[config.mk]
export PLATFORM = sky130hd
export DESIGN_NAME = bus_arbiter
export DESIGN_NICKNAME = d
export VERILOG_FILES = /design/src/rtl/bus_arbiter_pkg.sv /design/src/rtl/bus_wdog.sv /design/src/rtl/bus_arbiter.sv
export SDC_FILE = /design/constraint.sdc
export NUM_CORES = 1
export LEC_CHECK = 0
export BUFFER_PORTS_ARGS = -buffer_cell sky130_fd_sc_hd__clkbuf_2
export CORE_ASPECT_RATIO = 2
export CORE_UTILIZATION = 40
export DETAILED_ROUTE_END_ITERATION = 8
export PLACE_DENSITY = 0.71
export SLEW_MARGIN = 20
export SYNTH_ARGS = -nofsm -noshare
export SYNTH_HDL_FRONTEND = slang
export SYNTH_SLANG_ARGS = --single-unit
[constraint.sdc]
create_clock -name clk -period 2.3 [get_ports clk]
set_input_delay 0.115 -clock clk [delete_from_list [all_inputs] [get_ports clk]]
set_output_delay 0.115 -clock clk [all_outputs]
set_load 0.05 [all_outputs]
[src/rtl/bus_arbiter_pkg.sv]
// Shared definitions for the instruction/data bus arbiter: bus width,
// common word constants, stall encoding and the arbiter state encoding.
package bus_arbiter_pkg;

  localparam int RegBus = 32;
  localparam logic [RegBus-1:0] ZeroWord = 32'h0000_0000;

  localparam logic Stop   = 1'b1;
  localparam logic NoStop = 1'b0;

  localparam int WdogW = 8;

  typedef enum logic [1:0] {
    IDLE     = 2'd0,
    IF_XFER  = 2'd1,
    MEM_XFER = 2'd2,
    DRAIN    = 2'd3
  } arb_state_t;

endpackage

[src/rtl/bus_wdog.sv]
// Bus watchdog: counts cycles spent waiting for bus_ack and flags the
// cycle in which the wait reaches TIMEOUT.
module bus_wdog
  import bus_arbiter_pkg::*;
#(
  parameter int TIMEOUT = 16
) (
  input  logic clk,
  input  logic rst,
  input  logic clear,
  input  logic enable,
  output logic expire
);

  logic [WdogW-1:0] count;

  // Wait counter: restarted on clear, advanced on every ack-less bus cycle.
  always_ff @(posedge clk) begin
    if (rst || clear) begin
      count <= '0;
    end else if (enable) begin
      count <= count + 1'b1;
    end
  end

  // This ack-less cycle is the TIMEOUT-th one, so the wait ends here.
  assign expire = enable && (count == WdogW'(TIMEOUT - 1));

endmodule

[src/rtl/bus_arbiter.sv]
// Arbiter sharing one single-port bus between instruction fetch and the
// data stage. Data accesses win over fetches, flushes turn a running fetch
// into a drained bus cycle, and a watchdog aborts cycles the slave never acks.
module bus_arbiter
  import bus_arbiter_pkg::*;
#(
  parameter int TIMEOUT = 16
) (
  input  logic              clk,
  input  logic              rst,
  input  logic              flush,
  input  logic              if_req,
  input  logic [RegBus-1:0] if_addr,
  output logic [RegBus-1:0] if_rdata,
  output logic              if_ready,
  input  logic              mem_req,
  input  logic              mem_we,
  input  logic [3:0]        mem_sel,
  input  logic [RegBus-1:0] mem_addr,
  input  logic [RegBus-1:0] mem_wdata,
  output logic [RegBus-1:0] mem_rdata,
  output logic              mem_ready,
  output logic              bus_req,
  output logic              bus_we,
  output logic [3:0]        bus_sel,
  output logic [RegBus-1:0] bus_addr,
  output logic [RegBus-1:0] bus_wdata,
  input  logic [RegBus-1:0] bus_rdata,
  input  logic              bus_ack,
  output logic              stallreq_if,
  output logic              stallreq_mem,
  output logic              bus_err
);

  arb_state_t state;
  logic       wdog_clear;
  logic       wdog_enable;
  logic       wdog_expire;

  // The counter sits at zero while idle and restarts when a flush diverts a
  // transfer into the drain state.
  assign wdog_clear  = (state == IDLE) ||
                       (((state == IF_XFER) || (state == MEM_XFER)) && flush && !bus_ack);
  assign wdog_enable = (state != IDLE) && !bus_ack;

  bus_wdog #(
    .TIMEOUT(TIMEOUT)
  ) u_wdog (
    .clk   (clk),
    .rst   (rst),
    .clear (wdog_clear),
    .enable(wdog_enable),
    .expire(wdog_expire)
  );

  // Arbitration FSM with all bus-side and completion outputs registered.
  always_ff @(posedge clk) begin
    if (rst) begin
      state     <= IDLE;
      if_ready  <= 1'b0;
      mem_ready <= 1'b0;
      bus_req   <= 1'b0;
      bus_we    <= 1'b0;
      bus_sel   <= 4'h0;
      bus_addr  <= ZeroWord;
      bus_wdata <= ZeroWord;
      if_rdata  <= ZeroWord;
      mem_rdata <= ZeroWord;
      bus_err   <= 1'b0;
    end else begin
      if_ready  <= 1'b0;
      mem_ready <= 1'b0;
      bus_err   <= 1'b0;
      case (state)
        IDLE: begin
          if (!flush) begin
            if (mem_req) begin
              state     <= MEM_XFER;
              bus_req   <= 1'b1;
              bus_we    <= mem_we;
              bus_sel   <= mem_sel;
              bus_addr  <= mem_addr;
              bus_wdata <= mem_wdata;
            end else if (if_req) begin
              state     <= IF_XFER;
              bus_req   <= 1'b1;
              bus_we    <= 1'b0;
              bus_sel   <= 4'hF;
              bus_addr  <= if_addr;
              bus_wdata <= ZeroWord;
            end
          end
        end
        IF_XFER, MEM_XFER: begin
          if (bus_ack) begin
            state   <= IDLE;
            bus_req <= 1'b0;
            bus_we  <= 1'b0;
            if (!flush) begin
              if (state == IF_XFER) begin
                if_rdata <= bus_rdata;
                if_ready <= 1'b1;
              end else begin
                if (!bus_we) begin
                  mem_rdata <= bus_rdata;
                end
                mem_ready <= 1'b1;
              end
            end
          end else if (flush) begin
            state <= DRAIN;
          end else if (wdog_expire) begin
            state   <= IDLE;
            bus_req <= 1'b0;
            bus_we  <= 1'b0;
            bus_err <= 1'b1;
            if (state == IF_XFER) begin
              if_rdata <= ZeroWord;
              if_ready <= 1'b1;
            end else begin
              mem_rdata <= ZeroWord;
              mem_ready <= 1'b1;
            end
          end
        end
        DRAIN: begin
          if (bus_ack) begin
            state   <= IDLE;
            bus_req <= 1'b0;
            bus_we  <= 1'b0;
          end else if (wdog_expire) begin
            state   <= IDLE;
            bus_req <= 1'b0;
            bus_we  <= 1'b0;
            bus_err <= 1'b1;
          end
        end
        default: begin
          state   <= IDLE;
          bus_req <= 1'b0;
          bus_we  <= 1'b0;
        end
      endcase
    end
  end

  assign stallreq_if  = (!rst && if_req && !if_ready) ? Stop : NoStop;
  assign stallreq_mem = (!rst && mem_req && !mem_ready) ? Stop : NoStop;

endmodule

==> impl_metrics.tcl <==
set metrics [dict create \
    grt_pass1_vias 5347 \
    synth_common_cells "dfxtp_1, nor2_1, nand2_1" \
    busiest_layer "met2" \
    ys.flop_type "dfxtp_1" \
    ctsHtreeMaxLevel 4 \
    vias_per_cell 5.16 \
    start_kind "flop" \
    timing.final.crit_period_ns 2.14 \
    setup_violations 0 \
    post_drt_wl_per_cell_um 15.7 \
    cts.path.max_buffers 2 \
    synth_top_cell_by_area "dfxtp_1" \
    end_kind "flop" \
    syn_nets 713 \
    yosys-top-cells-area "dfxtp_1, mux2i_1, nor2_1" \
    routabilityCongestion 0.843 \
    grt_util_met1_pct 25.2 \
    row_count 60 \
    maxCapViolCount 0 \
    cts-buffers-inserted 17 \
    crit_path_max_fanout 32 \
    synth_area_um2 5560 \
    cp.arrival_ns 2.49 \
    syn_inst 570 \
    p_seq_share_pct 41.7 \
    synth-seq-area-share_pct 53.0 \
    root_buffer "clkbuf_16" \
    drv_slew 0 \
    place_ws_ns 0.122 \
    grtUsageTotal_pct 23.1 \
    tritoncts "built" \
    dieHeight_um 169 \
    avgSynthCellArea_um2 9.75 \
    worstPathRequired_ns 2.65 \
    worstSkewPairLatency_ns 0.41 \
    ys_seq_elements 147 \
    cts.sinks 147 \
    cts_resized 0 \
    clk_pin_slew_ns 0.06 \
    area_growth_pct 49.4 \
    p_leak_nw 3.81 \
    max_freq_mhz 467 \
    grt_overflow 0 \
    die_area_um2 14400 \
    core_area_um2 13500 \
    n_antenna_cell 0 \
    drt_first_pass_iters 4 \
    tns_ns 0 \
    post-synth-top-count-cell "dfxtp_1" \
    synth_edf_count 0 \
    routed_wl_mm 16.7 \
    grt_start_max_net_pins 69 \
    fill_cells 1188 \
    outcome "completed" \
    swShare_pct 29.3 \
    peakVddDrop_mv 0.567 \
    num_vias 5504 \
    synth_top_area_share_pct 53.0 \
    io_pins 278 \
    synthArstFlopShare_pct 0 \
    skew_ns 0.0135 \
    worst_slew_margin_rel_pct 41.3 \
    nNetsFinal 1042 \
    antenna_found_initial 0 \
    drtAntennaViolNets 0 \
    dp_hpwl_mm 11.2 \
    dieWidth_um 85.3 \
    finalHoldViolCount 0 \
    drc 0 \
    gr-usage-met2_pct 42.3 \
    synth_cell_type_count 45 \
    p_sw_w 0.00192 \
    hp-class "primary input to flop" \
    use_met3_pct 5.27 \
    p_clk_share_pct 39.7 \
    crit_type "flop to flop" \
    combPwrFrac_pct 18.6 \
    rsz0062_at_grt "no" \
    ys_warn_count 0 \
    p_int_w 0.00463 \
    worst_pin_slew_ns 0.879 \
    layout_setup_ws_ns 0.156 \
    finalNonFillerCells 1067 \
    placed_cells 966 \
    grt_pass1_wl_mm 26.2 \
    start_util_pct 41.1 \
    post-cts-setup-buffer-count 0 \
    portBuffers 277 \
    drive_gt1_share_pct 37.4 \
    fin_crit_sh_pct 93.2 \
    powerDensity_nw_per_um2 789 \
    drt-initial-drc-count 200 \
]
## repair_timing
item / CTS / global route
hold buffers: 68 / 1
hold endpoints to repair: 100 / 1
setup endpoints to repair: 0 / 0
## metal layers
| layer | vias to the layer above | wire length, µm |
|---|---|---|
| li1 | 2707 | - |
| met5 | - | 0 |
| met3 | 34 | 1010 |
| met4 | 0 | 446 |
| met1 | 2507 | 6470 |
| met2 | 256 | 8780 |
## placed cells by master (no fill, tap or decap), types with 2 or more instances in the layout
cell,n
nor2_2,2
nand4_1,3
mux2i_1,32
a22o_1,30
nor3b_1,2
and3_2,2
xnor2_1,2
o21ai_0,30
buf_12,4
clkbuf_8,2
nor3_1,2
clkbuf_16,17
a31oi_1,2
a22o_2,2
o21ai_1,5
clkbuf_2,276
dfxtp_1,147
o22ai_1,2
a22oi_1,32
o221a_2,4
clkinvlp_4,3
nor2_1,73
and3_1,2
inv_1,6
clkbuf_1,2
buf_4,10
nand2_1,43
ha_1,4
a211oi_1,32
clkinv_2,3
xor2_1,5
inv_6,3
a21oi_1,39
dlygate4sd3_1,69
## path summary, 6_finish.rpt
check                                             startpoint  cells past startpoint                          to  slack (ns)
worst min-delay path                              if_addr[9]                      3    bus_addr[9]$_SDFFE_PP0P_        0.03
worst min register to register     if_rdata[15]$_SDFFE_PP0P_                      2   if_rdata[15]$_SDFFE_PP0P_        0.47
worst max register to register  u_wdog.count[0]$_SDFFE_PP0P_                      5  mem_rdata[31]$_SDFFE_PP0P_        0.16
worst max-delay path            u_wdog.count[0]$_SDFFE_PP0P_                      5  mem_rdata[31]$_SDFFE_PP0P_        0.16
## critical path, cell delays in order (launching register included)
cell and delay (ns):
dfxtp_1 0.33, ha_1 0.21, and3_2 0.26, a32o_2 0.30, a21oi_4 0.70, a22o_2 0.27
## per-stage QoR
stage | power (W) | util, % | cell area [µm²] | hold WS, ns
after floorplan | 0.00357 | - | 5560 | 0.240
after global placement | 0.00390 | 52.1 | 7050 | 0.341
after detailed placement | 0.00391 | 52.1 | 7050 | 0.346
after CTS | 0.00662 | 61.4 | 8290 | 0.00503
after global routing | 0.00680 | 61.4 | 8300 | 0.0433
final | 0.00655 | 61.4 | 8300 | 0.0345
## layout make-up
cell class	instances	area, µm²	share of cell area [%]
sequential	147	2940	35.5
multi-input combinational	367	2350	28.3
timing repair buffer	359	2230	26.8
clock buffer	21	460	5.55
tap	155	194	2.34
clock inverter	11	103	1.24
inverter	7	26.3	0.317
## logic make-up (layout without fill, tap and decap cells)
group | after synthesis | count (layout) | share of synthesized area [%]
adder cells (fa/ha/maj) | 4 | 4 | 0.901
multiplexers | 32 | 32 | 5.77
buffers and inverters | 56 | 398 | 4.95
flip-flops | 147 | 147 | 53.0
AND/OR/NAND/NOR | 140 | 140 | 11.3
XOR/XNOR | 7 | 7 | 1.10
AO/OA/AOI/OAI | 184 | 184 | 23.0
## power groups by stage
stage / clock, W / sequential (W) / combinational (W)
floorplan: 0 / 0.00319 / 0.000375
global placement: 0 / 0.00278 / 0.00112
detailed placement: 0 / 0.00279 / 0.00112
CTS: 0.00267 / 0.00273 / 0.00122
global route: 0.00276 / 0.00275 / 0.00130
finish: 0.00260 / 0.00273 / 0.00122
## registers in the layout, summed over array words and instances (netlist names)
| signal | count |
|---|---|
| bus_wdata | 32 |
| if_rdata | 32 |
| mem_ready | 1 |
| bus_err | 1 |
| bus_we | 1 |
| if_ready | 1 |
| state | 2 |
| bus_addr | 32 |
| mem_rdata | 32 |
| bus_req | 1 |
| bus_sel | 4 |
| u_wdog.count | 8 |
Note: power is estimated with default switching activity, not from simulation.
